## src/rtl/bsg_arb_rr_hold_one_hot.sv

```systemverilog
// Registered round-robin arbiter with a held one-hot grant and valid/yumi handshake.
// Priority is lowest-index-first, rotated past the last accepted requester. A grant
// stays fixed until yumi_i, so downstream one-hot muxes see a stable select.
// Optional feature: define BSG_ARB_RR_HOLD_TAG_EN to add a registered binary index
// of the grant on tag_o.

`ifdef BSG_ARB_RR_HOLD_TAG_EN
`ifndef BSG_SAFE_CLOG2
`define BSG_SAFE_CLOG2(x) (((x) == 1) ? 1 : $clog2(x))
`endif
`endif

module bsg_arb_rr_hold_one_hot #(
    // Instantiators must set this; the default only lets the block elaborate on its own.
    parameter int unsigned width_p = 4
) (
    input  logic               clk_i,
    input  logic               reset_i,
    input  logic [width_p-1:0] reqs_i,
    input  logic               yumi_i,
    output logic [width_p-1:0] grants_o,
    output logic               v_o
`ifdef BSG_ARB_RR_HOLD_TAG_EN
    ,
    output logic [`BSG_SAFE_CLOG2(width_p)-1:0] tag_o
`endif
);

    localparam logic [width_p-1:0] one_lp      = width_p'(1);
    // Pointer reset to the top bit so the first scan starts at bit 0.
    localparam logic [width_p-1:0] last_rst_lp = one_lp << (width_p - 1);

    logic [width_p-1:0] grants_q, grants_d;
    logic [width_p-1:0] last_q, last_d;
    logic               hold;
    logic               accept;

    // Pick the first set request strictly above the pointer, else wrap to the lowest
    // set request overall. Equivalent to rotate / lo_to_hi scan / edge detect / un-rotate.
    function automatic logic [width_p-1:0] rr_select(input logic [width_p-1:0] reqs,
                                                     input logic [width_p-1:0] ptr);
        logic [width_p-1:0] upper;
        logic [width_p-1:0] pick;
        upper = reqs & ~(ptr | (ptr - one_lp));
        pick  = (upper != '0) ? upper : reqs;
        return pick & (~pick + one_lp);
    endfunction

    assign hold   = |grants_q;
    // yumi_i with no valid grant is ignored entirely.
    assign accept = hold & yumi_i;

    // Next-state: load in IDLE, hold in HOLD, advance pointer and reselect on accept.
    always_comb begin
        grants_d = grants_q;
        last_d   = last_q;
        if (!hold) begin
            grants_d = rr_select(reqs_i, last_q);
        end else if (accept) begin
            last_d   = grants_q;
            grants_d = rr_select(reqs_i, grants_q);
        end
    end

    // State registers with synchronous reset taking priority over everything.
    always_ff @(posedge clk_i) begin
        if (reset_i) begin
            grants_q <= '0;
            last_q   <= last_rst_lp;
        end else begin
            grants_q <= grants_d;
            last_q   <= last_d;
        end
    end

    assign grants_o = grants_q;
    assign v_o      = hold;

`ifdef BSG_ARB_RR_HOLD_TAG_EN
    localparam int unsigned tag_width_lp = `BSG_SAFE_CLOG2(width_p);

    logic [tag_width_lp-1:0] tag_q, tag_d;

    // Binary index of the next grant; zero when no grant.
    always_comb begin
        tag_d = '0;
        for (int unsigned i = 0; i < width_p; i++) begin
            if (grants_d[i]) tag_d = tag_width_lp'(i);
        end
    end

    // Tag register, updated on the same edge as the grant.
    always_ff @(posedge clk_i) begin
        if (reset_i) begin
            tag_q <= '0;
        end else begin
            tag_q <= tag_d;
        end
    end

    assign tag_o = tag_q;
`endif

endmodule

```

## config.mk

```make
export PLATFORM = sky130hd
export DESIGN_NAME = bsg_arb_rr_hold_one_hot
export DESIGN_NICKNAME = d
export VERILOG_FILES = /design/src/rtl/bsg_arb_rr_hold_one_hot.sv
export SDC_FILE = /design/constraint.sdc
export NUM_CORES = 1
export LEC_CHECK = 0
export ABC_AREA = 1
export CAP_MARGIN = 15
export CORE_AREA = 2 2 39 41
export DETAILED_ROUTE_END_ITERATION = 8
export DIE_AREA = 0 0 41 43
export GPL_TIMING_DRIVEN = 0
export PLACE_DENSITY = 0.71
export SYNTH_ARGS = -nofsm -noshare
export SYNTH_HDL_FRONTEND = slang
export SYNTH_SLANG_ARGS = --single-unit
```

## constraint.sdc

```tcl
create_clock -name clk_i -period 2 [get_ports clk_i]
set_input_delay 0.4 -clock clk_i [delete_from_list [all_inputs] [get_ports clk_i]]
set_output_delay 0.4 -clock clk_i [all_outputs]
set_load 0.02 [all_outputs]
```

==> reports/qor.txt <==
Cell count after placement: 132
Final routed DRC violation total: 0
Longest individual stage delay on the worst path: 350 ps
Worst hold-check path type: flip-flop to flip-flop
Total clock sinks: 8
Syn-to-layout area delta: 25.4%
Initial Util: 43.1%
Number of distinct standard cells referenced by the synthesized netlist: 15
Multi-input gate area in the final layout: 365 um^2
Area taken by flip-flops and latches: 160 um^2
Global-route total usage across every layer: 18.6%
Avg Cell Area, Syn: 5.68 um^2
Antenna-violating nets left: 0
Initial antenna violation count: 0
Clk_skew: 2.87 ps
PD cells: 1350 mW/mm^2
Accumulated negative setup slack: 0 ps
IR drop worst, VDD: 0.783 mV
Maximum buffer depth of the clock tree: 2
Synth warn: 0
Basic-gate share of the synthesized area counting and, or, nand and nor cells: 49.9%
Max Cap Violations: 0
CTS root buf: sky130_fd_sc_hd__clkbuf_4
Cell Rows: 14
Rel. slew slack: 83.5%
Slew of the pin with the lowest slew margin: 248 ps
Post-route minimum period: 1800 ps
Dominant cell type by area after synthesis: sky130_fd_sc_hd__dfxtp_1
Filler cells: 144
End of the worst register-to-register path: grants_o[3]
Via count of the routed design: 672
Remaining global-route overflow: 0
Total routed wirelength: 1.38 mm
Run status: complete, no violations
FF-to-FF Start: grants_o[1]
N_diodes: 0
Final #Nets: 128
Port-buffer cells: 11
GP Congestion: 0.806
Clock transition at the registers of the reported paths: 50 ps
Combinational family with the most area after synthesis: simple AND/OR/NAND/NOR gates
Placed wire-length estimate: 1.09 mm
Share of synthesized area occupied by flip-flops and latches: 26.8%
Category of the critical setup timing path: flip-flop to output pin
Share of the synthesized area in the top cell type: 26.8%
Post-route insts no fill: 135
Ranking of synthesized cells by area: sky130_fd_sc_hd__dfxtp_1 27%, sky130_fd_sc_hd__nand2_1 21%, sky130_fd_sc_hd__inv_1 11%, sky130_fd_sc_hd__nand3_1 9.2%, sky130_fd_sc_hd__nor2_1 8.2%
First DRT Iteration DRCs: 11
Adder-cell share of the synthesized area: 0%
Synthesized cell area: 597 um^2
Number of iterations in the first detailed-routing pass: 4
Maximum clock frequency: 0.556 GHz
Kind of cell adding the most delay to the critical path: simple AND/OR/NAND/NOR gates
Compound-Gate Fraction of Synth Area: 11.3%
I/O pins: 12
Worst Hold Slack: 457 ps
Critical path startpoint category: flip-flop
Global-route wire length before repair: 2.24 mm
Std-Cell Core Area: 0.00138 mm^2
Worst hold path startpoint: last_q[3]
Buffers inserted during post-CTS setup optimization: 0
Capture endpoint of the worst hold path: last_q[3]
Ordered list of cells on the worst path: nor2_2, nand2_2, nor2_4, inv_1, dlygate4sd2_1
Required time worst endpoint: 1600 ps
Critical-path cell with the highest stage delay: sky130_fd_sc_hd__dfxtp_1
Number of global-route vias before repair: 571
CP bufs+invs: 2
Synthesized-area fraction occupied by xor and xnor cells: 0%
Die Height: 43 um
Commonest cells after routing, fill and taps aside: 33 x sky130_fd_sc_hd__nand2_1, 18 x sky130_fd_sc_hd__inv_1, 13 x sky130_fd_sc_hd__nor2_1
Mux share of post-synthesis cell area: 0%
Worst R2R Path Depth: 10
Syn Nets: 112
Count of state elements after synthesis: 8
Data arrival time of the critical path: 1400 ps
Number of failing hold endpoints at the final stage: 0
CTS tree: built
Post-route clock period utilization: 90.0%
Most frequent standard cell in the layout excluding fill and tap cells: sky130_fd_sc_hd__nand2_1
Drt wl/cell: 10.2 um
Unrepaired setup endpoints after global routing: false
Vias per Instance: 4.98
Capturing element type of the critical path: output pin
Register-to-Register Setup Slack: 680 ps
Cell depth of the worst min-delay path: 2
Cell count after synthesis: 105
Pin count of the biggest net entering global routing: 9
TritonCTS buffer count: 3
Power consumption: 1010 uW
Number of max-slew violations in the final report: 0
CP Max Fanout: 5
Leakage dissipation: 0.000405 uW
Setup-violating endpoint count in the final report: 0
Area of the die: 0.00176 mm^2
# H-tree levels: 1
Share of final-layout standard cells stronger than drive strength 1: 11.8%
Width of the die: 41 um
Clock latency of the later-clocked register in the worst-skew pair: 250 ps
through the flow:
stage,utilization [%],instance area (um^2),setup WS [ps]
4_1_cts,54.1,748,188
5_1_grt,54.1,748,136
6_report,54.1,748,200
3_3_place_gp,52.5,727,141
3_5_place_dp,52.5,727,123
2_1_floorplan,-,597,695
state kept, by name (all words and copies together), names as in the netlist:
signal,count
last_q,4
grants_o,4
synthesized netlist by cell type:
master	n
sky130_fd_sc_hd__nor2_1	13
sky130_fd_sc_hd__o21bai_2	1
sky130_fd_sc_hd__a31oi_1	1
sky130_fd_sc_hd__inv_2	1
sky130_fd_sc_hd__nand2_2	4
sky130_fd_sc_hd__nor2_4	2
sky130_fd_sc_hd__nand3_2	1
sky130_fd_sc_hd__nand3_1	11
sky130_fd_sc_hd__a21oi_1	6
sky130_fd_sc_hd__nand2_1	33
sky130_fd_sc_hd__o21ai_1	1
sky130_fd_sc_hd__o21ai_0	3
sky130_fd_sc_hd__dfxtp_1	8
sky130_fd_sc_hd__inv_1	18
sky130_fd_sc_hd__nor2_2	2
cell families (layout without fill, tap and decap cells):
family | Yosys count | count (layout)
compound gates | 12 | 12
flops | 8 | 8
simple gates | 66 | 66
buf+inv | 19 | 33
area by class of cell:
type	instances	share of cell area, %
multi-input cells	78	48.8
flip-flops and latches	8	21.4
repair buffers	11	14.5
inverters	19	9.53
clock buffers	3	3.01
well taps	16	2.68
worst register-to-register path, cell delays in order (launching register included):
cell and delay (ps):
sky130_fd_sc_hd__dfxtp_1 350, sky130_fd_sc_hd__nor2_2 150, sky130_fd_sc_hd__nand2_2 90, sky130_fd_sc_hd__nand2_2 120, sky130_fd_sc_hd__nand2_2 60, sky130_fd_sc_hd__o21bai_2 150
sky130_fd_sc_hd__nor2_1 60, sky130_fd_sc_hd__nand2_1 70, sky130_fd_sc_hd__nand3_1 80, sky130_fd_sc_hd__nand2_1 60, sky130_fd_sc_hd__inv_1 40
per-layer routing:
metal	up-vias	track usage, %	part of all wire (%)
li1	350	-	-
met1	304	23.9	49
met2	14	27.2	45
met3	4	2.62	4.7
met4	0	12.7	2.0
met5	-	0	0
worst max path at each step:
| stage | from | endpoint | slack (ps) | cells past startpoint |
|---|---|---|---|---|
| after floorplan | grants_o[1] | v_o | 700 | 4 |
| after global placement | reqs_i[1] | grants_o[2] | 140 | 11 |
| after detailed placement | reqs_i[1] | grants_o[2] | 120 | 11 |
| after CTS | grants_o[1] | v_o | 190 | 5 |
| after global routing | grants_o[1] | v_o | 140 | 5 |
| final | grants_o[1] | v_o | 200 | 5 |
repair_timing:
item / CTS / global route
setup endpoints to repair: 1 / 0
gates resized for setup: 1 / 0
hold buffers: 0 / 0
endpoints found under the hold margin: 0 / 0
power by group:
| group | switching [uW] | total, uW | internal [uW] |
|---|---|---|---|
| Clock | 54.4 | 123 | 68.6 |
| Sequential | 57.9 | 269 | 211 |
| Combinational | 386 | 621 | 235 |
No activity file was read; power rests on OpenSTA's default activity.
